<file path="src/rtl/serial_add_sub.sv">
// Digit-serial W-bit adder/subtractor: DIGIT bits per clock with a registered inter-digit carry.
// Optional macro ADDSUB_SAT_EN clamps the result to signed saturation on overflow.
module serial_add_sub #(
  parameter int W     = 32,
  parameter int DIGIT = 4
) (
  input  logic         clk,
  input  logic         rst_n,
  input  logic         start,
  input  logic         sub,
  input  logic [W-1:0] a,
  input  logic [W-1:0] b,
  output logic         ready,
  output logic         done,
  output logic [W-1:0] result,
  output logic         cout,
  output logic         ovf
);

  localparam int K  = W / DIGIT;
  localparam int CW = (K > 1) ? $clog2(K) : 1;

  typedef enum logic [1:0] {IDLE, RUN, DONE} state_t;

  state_t         state, state_next;
  logic [W-1:0]   a_sh, b_sh;
  logic           carry;
  logic [CW-1:0]  cnt;
  logic [DIGIT:0] digit_sum;
  logic           last;
  logic           carry_msb;
  logic           ovf_raw;
  logic [W-1:0]   result_shift;
  logic [W-1:0]   result_next;

`ifdef ADDSUB_SAT_EN
  function automatic logic [W-1:0] sat_value(input logic neg);
    sat_value = neg ? {1'b1, {(W-1){1'b0}}} : {1'b0, {(W-1){1'b1}}};
  endfunction
`endif

  // One DIGIT-wide ripple slice; the operand registers present their low digit each cycle.
  assign digit_sum    = {1'b0, a_sh[DIGIT-1:0]} + {1'b0, b_sh[DIGIT-1:0]}
                      + {{DIGIT{1'b0}}, carry};
  assign last         = (cnt == CW'(K - 1));
  // On the last digit, bit DIGIT-1 of the slice is bit W-1 of the word.
  assign carry_msb    = a_sh[DIGIT-1] ^ b_sh[DIGIT-1] ^ digit_sum[DIGIT-1];
  assign ovf_raw      = carry_msb ^ digit_sum[DIGIT];
  assign result_shift = (result >> DIGIT) | (W'(digit_sum[DIGIT-1:0]) << (W - DIGIT));

  always_comb begin
    result_next = result_shift;
`ifdef ADDSUB_SAT_EN
    // a_sh[DIGIT-1] holds the original a[W-1] once the last digit is reached.
    if (last && ovf_raw) result_next = sat_value(a_sh[DIGIT-1]);
`endif
  end

  always_comb begin
    state_next = state;
    ready      = 1'b0;
    done       = 1'b0;
    case (state)
      IDLE: begin
        ready = 1'b1;
        if (start) state_next = RUN;
      end
      RUN: begin
        if (last) state_next = DONE;
      end
      DONE: begin
        done       = 1'b1;
        state_next = IDLE;
      end
      default: state_next = IDLE;
    endcase
  end

  always_ff @(posedge clk or negedge rst_n) begin
    if (!rst_n) state <= IDLE;
    else        state <= state_next;
  end

  always_ff @(posedge clk or negedge rst_n) begin
    if (!rst_n) begin
      a_sh   <= '0;
      b_sh   <= '0;
      carry  <= 1'b0;
      cnt    <= '0;
      result <= '0;
      cout   <= 1'b0;
      ovf    <= 1'b0;
    end else begin
      case (state)
        IDLE: begin
          if (start) begin
            a_sh  <= a;
            b_sh  <= sub ? ~b : b;
            carry <= sub;
            cnt   <= '0;
          end
        end
        RUN: begin
          a_sh   <= a_sh >> DIGIT;
          b_sh   <= b_sh >> DIGIT;
          carry  <= digit_sum[DIGIT];
          cnt    <= cnt + CW'(1);
          result <= result_next;
          if (last) begin
            cout <= digit_sum[DIGIT];
            ovf  <= ovf_raw;
          end
        end
        default: ;
      endcase
    end
  end

endmodule

</file>
<file path="config.mk">
export PLATFORM = sky130hd
export DESIGN_NAME = serial_add_sub
export DESIGN_NICKNAME = d
export VERILOG_FILES = /design/src/rtl/serial_add_sub.sv
export SDC_FILE = /design/constraint.sdc
export NUM_CORES = 1
export LEC_CHECK = 0
export ABC_AREA = 1
export BUFFER_PORTS_ARGS = -buffer_cell sky130_fd_sc_hd__buf_2
export CORE_UTILIZATION = 40
export CTS_CLUSTER_DIAMETER = 100
export CTS_CLUSTER_SIZE = 14
export DETAILED_ROUTE_END_ITERATION = 8
export SLEW_MARGIN = 25
export SYNTH_ARGS = -nofsm -noshare
export SYNTH_HDL_FRONTEND = slang
export SYNTH_SLANG_ARGS = --single-unit
</file>
<file path="constraint.sdc">
create_clock -name clk -period 1.9 [get_ports clk]
set_clock_uncertainty 0.1 [all_clocks]
set_input_delay 0.095 -clock clk [delete_from_list [all_inputs] [get_ports clk]]
set_output_delay 0.095 -clock clk [all_outputs]
set_load 0.05 [all_outputs]
</file>
==> results_dict.tcl <==
set metrics [dict create \
    yosysMostFrequentCell "nand2_1" \
    slew_headroom_pct 74.7 \
    numCtsBuffers 9 \
    power_mw 9.85 \
    r2r_end "ovf" \
    slew_violations 0 \
    yosysWarnings 0 \
    die_h_um 111 \
    worst_slack_ns 0.123 \
    timing.fmax_mhz 563 \
    grt_max_degree 63 \
    synthesis.area_um2 4710 \
    power_density_nw_per_um2 1550 \
    gp_congestion 0.763 \
    stdcell_area_um2 6360 \
    gr-total-overflow 0 \
    hpwl_um 7090 \
    fin_util_pct 55.5 \
    switching_power_mw 4.26 \
    yosys.area.top_type "dfrtp_1" \
    gr-usage-all-layers_pct 19.7 \
    die-area_um2 12200 \
    synth_common_cells "226 x nand2_1, 104 x dfrtp_1, 61 x nand3_1" \
    cts.clk_slew.worst_paths_ns 0.07 \
    initial_core_util_pct 41.1 \
    worstPathMaxFanout 3 \
    drc_errors 0 \
    final_cells 848 \
    port_buffers 103 \
    finalHoldViolCount 0 \
    worstPathRequired_ns 2.04 \
    r2r_cells 10 \
    routedWlPerCell_um 13.0 \
    h-tree-depth 3 \
    p_leak_nw 3.22 \
    detail-route-antenna-nets 0 \
    cts.sinks 104 \
    setup_tns_ns 0 \
    maxCapViolations 0 \
    vias_per_cell 4.78 \
    totalWireLength_um 11000 \
    finalCritPeriodShare_pct 93.5 \
    finalSetupViolations 0 \
    peakVddDrop_uv 1250 \
    placed_cell_area_um2 5390 \
    avgSynthCellArea_um2 8.73 \
    clock_latency_ns 0.35 \
    vias 4052 \
    dp_cells 767 \
    grt_pass1_vias 4063 \
    min_path_type "in2async" \
    root_buffer "clkbuf_16" \
    grt_pass1_wl_um 19400 \
    rows 39 \
    endpoint "ovf" \
    async_flop_share_pct 100 \
    arrival_ns 1.92 \
    drive_gt1_share_pct 19.1 \
    firstDrtPassIters 4 \
    clockPowerShare_pct 20.0 \
    critPathKind "reg2reg" \
    core_area_um2 11500 \
    cts_max_path_buffers 2 \
    timing.hold.ws_ns 0.0885 \
    place_ws_ns 0.0714 \
    swShare_pct 43.2 \
    reg2reg_slack_ns 0.12 \
    io-pin-count 104 \
    tightest_slew_ns 0.379 \
    num_antenna_cells 0 \
    cts_tree "built" \
    synth_fp_nets 615 \
    pwr-share-comb_pct 43.0 \
    outcome "completed" \
    yosysSeqAreaShare_pct 55.2 \
    ys.flop_type "dfrtp_1" \
    startpoint "a_sh[0]" \
    r2r-start "a_sh[0]" \
    cts_setup_buffers 0 \
    seq_power_share_pct 36.9 \
    syn2layout_area_growth_pct 34.9 \
    grt_setup_unrepaired "false" \
    synthDistinctLibCells 20 \
    synth_cells 540 \
    p_int_mw 5.59 \
    drt-initial-drc-count 300 \
    final_nets 775 \
    synth.area.top_cells "dfrtp_1 55%, nand2_1 18%, nand3_1 6.5%" \
    cp-end-kind "flop" \
    synth_seq_cells 104 \
    period_needed_ns 1.78 \
    yosysTopAreaCellShare_pct 55.2 \
    cp-start-kind "flop" \
    synth_edf_count 0 \
    antenna_found_initial 0 \
    die_w_um 111 \
]
==> timing repair <==
item / in CTS / in global routing
hold endpoints to repair: 168 / 0
setup endpoints to repair: 0 / 1
hold buffers: 65 / 0
resized for setup: 0 / 1
==> kinds of logic after synthesis <==
family	count (synthesis)	share of synthesized area, %
AO/OA/AOI/OAI	46	5.52
XOR/XNOR	32	5.94
adder cells (fa/ha/maj)	7	2.18
buffers and inverters	55	5.76
flip-flops	104	55.2
AND/OR/NAND/NOR	296	25.4
==> cell usage in the layout, fill, tap and decap left out <==
master	count
nand2_1	226
dfrtp_1	104
buf_2	102
dlygate4sd3_1	65
nand3_1	61
o21ai_0	35
xor2_1	28
inv_1	23
clkbuf_16	9
a22o_1	6
buf_12	6
nor2_1	5
ha_1	5
buf_4	5
xnor2_1	4
inv_2	3
o211ai_1	3
nand2_2	2
a21oi_1	2
bufinv_16	2
clkbuf_1	2
nor2_4	1
or2_2	1
fa_1	1
fa_2	1
clkinvlp_4	1
clkinv_2	1
clkinv_4	1
==> worst max-delay path, cell delays in order, from the launching register on <==
cell	delay, ns
dfrtp_1	0.41
fa_2	0.42
inv_1	0.09
fa_1	0.19
inv_1	0.06
nand2_1	0.07
nand2_1	0.05
nand2_1	0.09
nand2_1	0.06
nand3_1	0.08
nand2_1	0.05
==> sequential cells by signal (all words and copies together), names as in the netlist <==
name	count
b_sh	32
cnt	3
a_sh	32
state	2
ovf	1
cout	1
result	32
carry	1
==> area by class of cell <==
cell class | instances | area, um2
clock buffer | 11 | 233
clock inverter | 5 | 81.3
fill | 1040 | 5110
inverter | 26 | 97.6
multi-input combinational | 381 | 1850
sequential | 104 | 2600
tap | 143 | 179
timing repair buffer | 178 | 1320
==> layer usage <==
metal | global-route usage (%) | routed length [um]
met3 | 4.12 | 447
met5 | 0 | 0
met2 | 31.6 | 5190
met1 | 26.4 | 5240
met4 | 6.58 | 154
==> power groups by stage <==
stage	Clock (mW)	Sequential [mW]	Combinational, mW
after global routing	2.10	3.76	4.71
after global placement	0	3.65	4.08
final	1.97	3.64	4.24
after CTS	2.01	3.65	4.28
after detailed placement	0	3.68	4.16
after floorplan	0	4.62	2.09
==> worst min-delay path by stage <==
stage	startpoint	to	slack (ns)	depth (start not counted)
final	rst_n	result[6]	0.09	2
after floorplan	rst_n	a_sh[0]	-0.30	0
after detailed placement	rst_n	result[6]	-0.09	1
after CTS	rst_n	result[6]	0.08	2
after global placement	rst_n	result[2]	-0.1	1
after global routing	rst_n	result[6]	0.11	2
Note: power is estimated with default switching activity, not from simulation.
